$ cat src/rtl/noc_pkg.sv
// Shared router constants, port indices, flit_id encodings and the allocator state type.
package noc_pkg;

    localparam int unsigned NPORTS = 5;
    localparam int unsigned FIDW   = 3;

    localparam int unsigned P_N = 0;
    localparam int unsigned P_E = 1;
    localparam int unsigned P_W = 2;
    localparam int unsigned P_S = 3;
    localparam int unsigned P_L = 4;

    typedef enum logic {
        IDLE,
        BUSY
    } alloc_state_t;

    // Mirrors `HEADER/`PAYLOAD/`TAIL from the shared parameters include.
    localparam logic [FIDW-1:0] FLIT_HEADER  = 3'b001;
    localparam logic [FIDW-1:0] FLIT_PAYLOAD = 3'b010;
    localparam logic [FIDW-1:0] FLIT_TAIL    = 3'b100;

    function automatic logic [2:0] ptr_after(input logic [2:0] owner);
        return (owner >= 3'(NPORTS - 1)) ? 3'd0 : owner + 3'd1;
    endfunction

endpackage

$ cat src/rtl/rr_arb5.sv
// Five-way round-robin arbiter: the first request found searching from ptr_i upward,
// wrapping modulo 5, wins.
module rr_arb5 (
    input  logic [4:0] req_i,
    input  logic [2:0] ptr_i,
    output logic [4:0] gnt_o,
    output logic [2:0] idx_o
);

    logic [2:0] j;

    always_comb begin
        gnt_o = '0;
        idx_o = '0;
        j     = '0;
        for (int unsigned k = 0; k < 5; k++) begin
            j = 3'((32'(ptr_i) + k) % 5);
            if (gnt_o == '0 && req_i[j]) begin
                gnt_o[j] = 1'b1;
                idx_o    = j;
            end
        end
    end

endmodule

$ cat src/rtl/noc_sw_alloc.sv
// Switch allocator: each output grants one input per packet (HEADER..TAIL) with round-robin
// fairness, and drives crossbar selects, input FIFO pops and output strobes.
module noc_sw_alloc #(
    parameter int unsigned NPORTS = 5,
    parameter int unsigned FIDW   = 3
) (
    input  logic                     clk,
    input  logic                     rst,
    input  logic [NPORTS-1:0]        in_valid,
    input  logic [NPORTS*FIDW-1:0]   in_flit_id,
    input  logic [NPORTS*NPORTS-1:0] in_req,
    input  logic [NPORTS-1:0]        out_ready,
    output logic [NPORTS-1:0]        in_rd_en,
    output logic [NPORTS-1:0]        out_valid,
    output logic [NPORTS*3-1:0]      out_sel,
    output logic [NPORTS-1:0]        out_busy,
    output logic                     err
);

    import noc_pkg::*;

    alloc_state_t      state_q [NPORTS];
    alloc_state_t      state_d [NPORTS];
    logic [2:0]        owner_q [NPORTS];
    logic [2:0]        owner_d [NPORTS];
    logic [2:0]        ptr_q   [NPORTS];
    logic [2:0]        ptr_d   [NPORTS];
    logic              err_q;
    logic              err_d;

    logic [NPORTS-1:0] req     [NPORTS];
    logic [FIDW-1:0]   fid     [NPORTS];
    logic [NPORTS-1:0] cand    [NPORTS];  // cand[o][i]: input i competes for output o
    logic [NPORTS-1:0] gnt     [NPORTS];
    logic [2:0]        win     [NPORTS];
    logic [NPORTS-1:0] owned;
    logic [NPORTS-1:0] legal;
    logic [NPORTS-1:0] illegal;

    always_comb begin
        for (int i = 0; i < NPORTS; i++) begin
            req[i] = in_req[i*NPORTS +: NPORTS];
            fid[i] = in_flit_id[i*FIDW +: FIDW];
        end
    end

    always_comb begin
        owned    = '0;
        in_rd_en = '0;
        for (int o = 0; o < NPORTS; o++) begin
            if (state_q[o] == BUSY) begin
                owned[owner_q[o]] = 1'b1;
                if (in_valid[owner_q[o]] && out_ready[o]) begin
                    in_rd_en[owner_q[o]] = 1'b1;
                end
            end
        end
    end

    // Only unowned HEADERs are judged; an owned input's request lines are don't-care.
    always_comb begin
        for (int i = 0; i < NPORTS; i++) begin
            legal[i]   = $onehot(req[i]) && !(i != int'(P_L) && req[i][i]);
            illegal[i] = in_valid[i] && (fid[i] == FLIT_HEADER) && !owned[i] && !legal[i];
            for (int o = 0; o < NPORTS; o++) begin
                cand[o][i] = in_valid[i] && (fid[i] == FLIT_HEADER) && !owned[i] && legal[i]
                             && req[i][o];
            end
        end
        err_d = |illegal;
    end

    for (genvar o = 0; o < NPORTS; o++) begin : g_arb
        rr_arb5 u_arb (
            .req_i (cand[o]),
            .ptr_i (ptr_q[o]),
            .gnt_o (gnt[o]),
            .idx_o (win[o])
        );
    end

    always_comb begin
        out_valid = '0;
        out_sel   = '0;
        out_busy  = '0;
        for (int o = 0; o < NPORTS; o++) begin
            state_d[o] = state_q[o];
            owner_d[o] = owner_q[o];
            ptr_d[o]   = ptr_q[o];
            if (state_q[o] == BUSY) begin
                out_busy[o]       = 1'b1;
                out_sel[o*3 +: 3] = owner_q[o];
                if (in_valid[owner_q[o]] && out_ready[o]) begin
                    out_valid[o] = 1'b1;
                    if (fid[owner_q[o]] == FLIT_TAIL) begin
                        state_d[o] = IDLE;
                        ptr_d[o]   = ptr_after(owner_q[o]);
                    end
                end
            end else if (|gnt[o]) begin
                state_d[o] = BUSY;
                owner_d[o] = win[o];
            end
        end
    end

    always_ff @(posedge clk) begin
        if (rst) begin
            for (int o = 0; o < NPORTS; o++) begin
                state_q[o] <= IDLE;
                owner_q[o] <= '0;
                ptr_q[o]   <= '0;
            end
            err_q <= 1'b0;
        end else begin
            for (int o = 0; o < NPORTS; o++) begin
                state_q[o] <= state_d[o];
                owner_q[o] <= owner_d[o];
                ptr_q[o]   <= ptr_d[o];
            end
            err_q <= err_d;
        end
    end

    assign err = err_q;

endmodule

$ cat config.mk
export PLATFORM = sky130hd
export DESIGN_NAME = noc_sw_alloc
export DESIGN_NICKNAME = d
export VERILOG_FILES = /design/src/rtl/noc_pkg.sv /design/src/rtl/rr_arb5.sv /design/src/rtl/noc_sw_alloc.sv
export SDC_FILE = /design/constraint.sdc
export NUM_CORES = 1
export LEC_CHECK = 0
export CAP_MARGIN = 20
export CORE_ASPECT_RATIO = 0.9
export CORE_UTILIZATION = 50
export DETAILED_ROUTE_END_ITERATION = 8
export HOLD_SLACK_MARGIN = 0.05
export PLACE_DENSITY = 0.79
export SYNTH_ARGS = -nofsm -noshare
export SYNTH_HDL_FRONTEND = slang
export SYNTH_HIERARCHICAL = 1
export SYNTH_SLANG_ARGS = --single-unit
$ cat constraint.sdc
create_clock -name clk -period 20.3 [get_ports clk]
set_input_delay 5.075 -clock clk [delete_from_list [all_inputs] [get_ports clk]]
set_output_delay 5.075 -clock clk [all_outputs]
set_load 0.01 [all_outputs]
======== Yosys cells after proc, flatten, opt, wreduce, memory -nomap -nowiden ========
Memory sizes are Yosys's and may differ from the RTL's.
Index checks and enable logic that the tools add are counted.
operators by class
  $add $sub $neg .......................... 45
  bitwise logic cells ..................... 48
  div/mod/pow operators ................... 25
  muxes and demuxes ....................... 288
  reductions and logical operators ........ 144
  $lt $le $gt $ge ......................... 70
  equality and inequality tests ........... 15
operator list
  operator                 count
  $mod A32 B3 Y32 const B  20
  $mux W3                  80
  $mux W5                  40
  $mod A3 B3 Y32 const B   5
  $or A5 B5 Y5             28
  $lt A3 B4 Y1 const B     30
  $logic_and A1 B1 Y1      104
  $mux W1                  103
  $logic_not A5 Y1         20
  $bmux W1 S3              30
  $demux W1 S3             30
  $ge A3 B1 Y1 const B     30
  $bmux W3 S3              5
  $add A3 B2 Y4 const B    10
  $eq A3 B1 Y1 const B     10
  $reduce_or A5 Y1         6
  $add A1 B1 Y2            10
  $add A3 B1 Y4 const B    5
  $add A3 B3 Y4 const B    5
  $ge A4 B4 Y1 const B     5
  $not A3 Y4               5
  $add A2 B2 Y3            5
  $add A3 B1 Y3            5
  $add A3 B1 Y3 const B    5
  4 further kinds          39
word-level totals
  input port bits ......................... 52
  bits in registers ....................... 1
  RAM bits ................................ 35
  memories ................................ 3
  word-level logic and storage cells ...... 639
memory list
  memory   words  bits a word  rd ports  clocked after memory_dff  write ports  RTL line            text
  owner_q  5      3            5         0                         5            noc_sw_alloc.sv:24  logic [2:0] owner_q [NPORTS];
  ptr_q    5      3            5         0                         5            noc_sw_alloc.sv:26  logic [2:0] ptr_q [NPORTS];
  state_q  5      1            5         0                         5            noc_sw_alloc.sv:22  alloc_state_t state_q [NPORTS];

======== Longest topological paths before layout ========
An unclocked memory read counts as a cell.
  depth in word-level cells ............... 37
  depth in mapped cells ................... 27
  depth with buffers taken out ............ 23

======== Hierarchy ========
Netlist, hierarchy kept.
by module, submodules not included
  module                        area each (µm²)  sequential area each (µm²)  instances  cells each
  rr_arb5 (g_arb[0].u_arb ...)  1999.4           0.0                         4          265
  noc_sw_alloc                  3251.9           720.7                       1          402
  rr_arb5 (g_arb[4].u_arb)      1846.8           0.0                         1          263

======== Worst setup path before layout ========
OpenSTA, ideal clock, no wires.
  path type ............................... input to output
  from .................................... input in_valid[3]
  to ...................................... output in_rd_en[1]
  path slack .............................. 9091 ps
  data arrival time ....................... 6134 ps
  buffers on the path ..................... 0
  stages on the path ...................... 5
  required time ........................... 15225 ps
  path through ............................ mux4_2 -> nand2_1 -> o21ai_2 -> a221oi_1 -> o21ai_0
between the ends
  word-level cells in the longest chain between the ends .. 17
  elaborated cells on any way between the ends .. 29
  classes of those cells .................. mux (20); bitwise (4); reduce/logical (5)
ends and longest elaborated chain
  item                           RTL line            text
  start: declaration             noc_sw_alloc.sv:9   input logic [NPORTS-1:0] in_valid,
  $bmux W1 S3                    noc_sw_alloc.sv:53  if (in_valid[owner_q[o]] && out_ready[o]) begin
  $mux W1 (implied by the code)  noc_sw_alloc.sv:53
  $logic_and A1 B1 Y1            noc_sw_alloc.sv:53
  $mux W5                        noc_sw_alloc.sv:53
  $mux W5                        noc_sw_alloc.sv:51  if (state_q[o] == BUSY) begin
  $or A5 B5 Y5 (no line)         --
  $mux W5                        noc_sw_alloc.sv:53
  $mux W5                        noc_sw_alloc.sv:51
  $or A5 B5 Y5 (no line)         --
  $mux W5                        noc_sw_alloc.sv:53
  $mux W5                        noc_sw_alloc.sv:51
  $or A5 B5 Y5 (no line)         --
  $mux W5                        noc_sw_alloc.sv:53
  $mux W5                        noc_sw_alloc.sv:51
  $or A5 B5 Y5 (no line)         --
  $mux W5                        noc_sw_alloc.sv:53
  $mux W5 *                      noc_sw_alloc.sv:51
  end: declaration               noc_sw_alloc.sv:13  output logic [NPORTS-1:0] in_rd_en,
Every way passes the cells marked *; elsewhere a longest branch is shown, timed or not. The select of a mux whose other input is x is not followed.

======== Worst setup path after layout ========
  from .................................... input in_valid[4]
  to ...................................... output in_rd_en[2]
The elaborated chain is that of the path after synthesis.

==> flow_metrics.tcl <==
set metrics [dict create \
    die_width_um 173 \
    worst-path-max-fanout 6 \
    cp-start-kind "input pin" \
    antenna_found_initial 1 \
    port_buffers 82 \
    vias 14022 \
    cp.arrival_ns 7.55 \
    hold_end "owner_q[1][2]$_SDFFE_PP0P_" \
    postCtsSetupRepairBufs 0 \
    period_share_pct 62.2 \
    die_y_um 156 \
    drc 0 \
    crit_slowest_cell "clkdlybuf4s50_1" \
    status "completed" \
    drv_slew 0 \
    rsz0062_at_grt "no" \
    die_area_mm2 0.0268 \
    peakVddDrop_v 0.0000250 \
    hold_viol_final 0 \
    total_power_uw 263 \
    grt_pass1_wl_um 64100 \
    hold_ws_ns 0.650 \
    synth_top_cell_area_share_pct 11.1 \
    rr_startpoint "ptr_q[3][1]$_SDFFE_PP0P_" \
    drt-pass1-iter-count 6 \
    critPathKind "input pin to output pin" \
    nFillCells 2416 \
    max-slew-margin-rel_pct 37.5 \
    leakagePower_uw 0.00559 \
    synth-edff-count 0 \
    worstPathCellList "clkdlybuf4s50_1 -> nor4bb_1 -> a32oi_1 -> nor4_1 -> a311oi_1 -> nand3_1 -> clkdlybuf4s50_1" \
    ys_seq_elements 36 \
    min_path_cells 2 \
    wl_um 39400 \
    final_core_util_pct 55.6 \
    grt-ovfl-total 0 \
    cts_buffer_depth 2 \
    cellPowerDensity_mw_per_mm2 18.6 \
    via_per_inst 6.63 \
    nNetsFinal 1952 \
    start_util_pct 51.4 \
    synthArstFlopShare_pct 0 \
    path_common_cell "clkdlybuf4s50_1" \
    cts_sinks 36 \
    crit_path_end_kind "output pin" \
    num_rows 55 \
    clkSlewWorstSetupHoldPaths_ns 0.06 \
    root_buffer "clkbuf_16" \
    setup_viol 0 \
    drt-initial-drc-count 1426 \
    hold_start "owner_q[1][2]$_SDFFE_PP0P_" \
    dp.final_hpwl_um 30800 \
    drive_gt1_share_pct 8.81 \
    slowest_delay_ns 0.69 \
    ys_top_cells_by_area "ha_1 (11%), mux2i_1 (5.9%), dfxtp_1 (5.5%)" \
    max_freq_mhz 79.2 \
    wl_per_cell_um 18.6 \
    tightest_slew_ns 0.931 \
    synthesis.area_mm2 0.0131 \
    period_needed_ns 12.63 \
    ant_nets 0 \
    cts_buffers 5 \
    rr_endpoint "owner_q[3][0]$_SDFFE_PP0P_" \
    postCtsHoldBufs 0 \
    synth_ff_type "dfxtp_1" \
    synth.avg_cell_area_um2 7.59 \
    crit_required_ns 15.23 \
    yosysWarningCount 6 \
    drv_cap 0 \
    synth_seq_area_share_pct 5.50 \
    ys_types 112 \
    core_area_mm2 0.0255 \
    cts-resized-gates 0 \
    rrSetupSlack_ns 14.12 \
    grt_pass1_vias 12733 \
    hp-class "register to register" \
    clock_skew_ns 0.00839 \
    io_pins 83 \
    grt_max_degree 33 \
    syn_to_final_growth_pct 8.18 \
    yosysTopAreaCell "ha_1" \
    cts_tree "done" \
    clk_latency_ns 0.28 \
    reg2reg_depth 22 \
    h-tree-depth 2 \
    place.gp.congestion 0.988 \
    syn_inst 1725 \
    fin_setup_tns_ns 0 \
    grt_usage_pct 28.2 \
]
==> power breakdown <==
| group | internal [µW] | switching (µW) |
|---|---|---|
| clock network | 45.8 | 30.5 |
| registers | 73.0 | 6.31 |
| logic | 48.1 | 59.3 |
| total | 167 | 96.1 |
==> cell usage in the layout, fill, tap and decap left out, drive strengths merged, types with 36 or more instances in the layout <==
cell type,instances
o211ai,48
xnor2,49
nor3,46
inv,127
and2,40
nand2b,40
clkdlybuf4s50,82
nand2,116
o21ai,56
nand3,45
nor2,139
ha,116
mux2i,79
a21oi,82
a31oi,41
dfxtp,36
==> how the worst max path moves through the flow <==
stage	from	endpoint	slack, ns
final	in_valid[4]	in_rd_en[2]	7.67
after global routing	in_valid[4]	in_rd_en[2]	7.56
after CTS	in_valid[4]	in_rd_en[2]	7.76
after detailed placement	in_valid[4]	in_rd_en[2]	7.76
after global placement	in_valid[4]	in_rd_en[2]	7.75
after floorplan	in_valid[3]	in_rd_en[1]	9.09
==> cells in the mapped netlist, drive strengths merged, types with 34 or more instances <==
| cell | number |
|---|---|
| nor3 | 46 |
| nand3 | 45 |
| or3 | 34 |
| o211ai | 48 |
| nand2 | 116 |
| nand2b | 40 |
| a31oi | 41 |
| o21ai | 56 |
| ha | 116 |
| xnor2 | 49 |
| a21oi | 82 |
| inv | 127 |
| nor2 | 139 |
| and2 | 40 |
| mux2i | 79 |
| dfxtp | 36 |
| buf | 43 |
==> critical path, delay by kind of cell <==
family / cells / cell delay, ns
AO/OA/AOI/OAI: 2 / 0.27
AND/OR/NAND/NOR: 3 / 0.96
buffers and inverters: 2 / 1.24
==> through the flow <==
step	instances	cell area (µm²)	setup slack, ns
finish	2114	14200	7.67
global route	2114	14200	7.56
CTS	2113	14200	7.76
detailed placement	2105	14000	7.76
global placement	2105	14000	7.75
floorplan	1748	13200	9.09
==> metal layers <==
layer | vias up | GRT usage [%] | wire [µm]
li1 | 6713 | - | -
met1 | 6658 | 38.5 | 17700
met2 | 591 | 47.1 | 18100
met3 | 60 | 2.95 | 2730
met4 | 0 | 7.31 | 852
met5 | - | 0 | 0
==> kinds of logic after synthesis <==
family	share of synthesized area [%]
and+or+nand+nor	26.3
AOI/OAI and AO/OA	34.6
buffers and inverters	7.33
adders and majority gates	13.2
muxes	9.19
xor gates and xnor gates	3.77
DFF	5.50
other	0.0286
==> final cells by class <==
cell class	count	area, µm²	share of cell area [%]
diodes	1	2.50	0.0177
clock buffers	7	133	0.936
clock inverters	1	8.76	0.0618
inverters	129	484	3.42
multi-input cells	1507	11500	81.2
flip-flops and latches	36	721	5.09
well taps	342	428	3.02
repair buffers	91	888	6.27
==> state kept, by name, summed over array words and instances (netlist names) <==
| register | count |
|---|---|
| owner_q | 15 |
| ptr_q | 15 |
| state_q | 5 |
| err | 1 |
No activity file was read; power rests on OpenSTA's default activity.
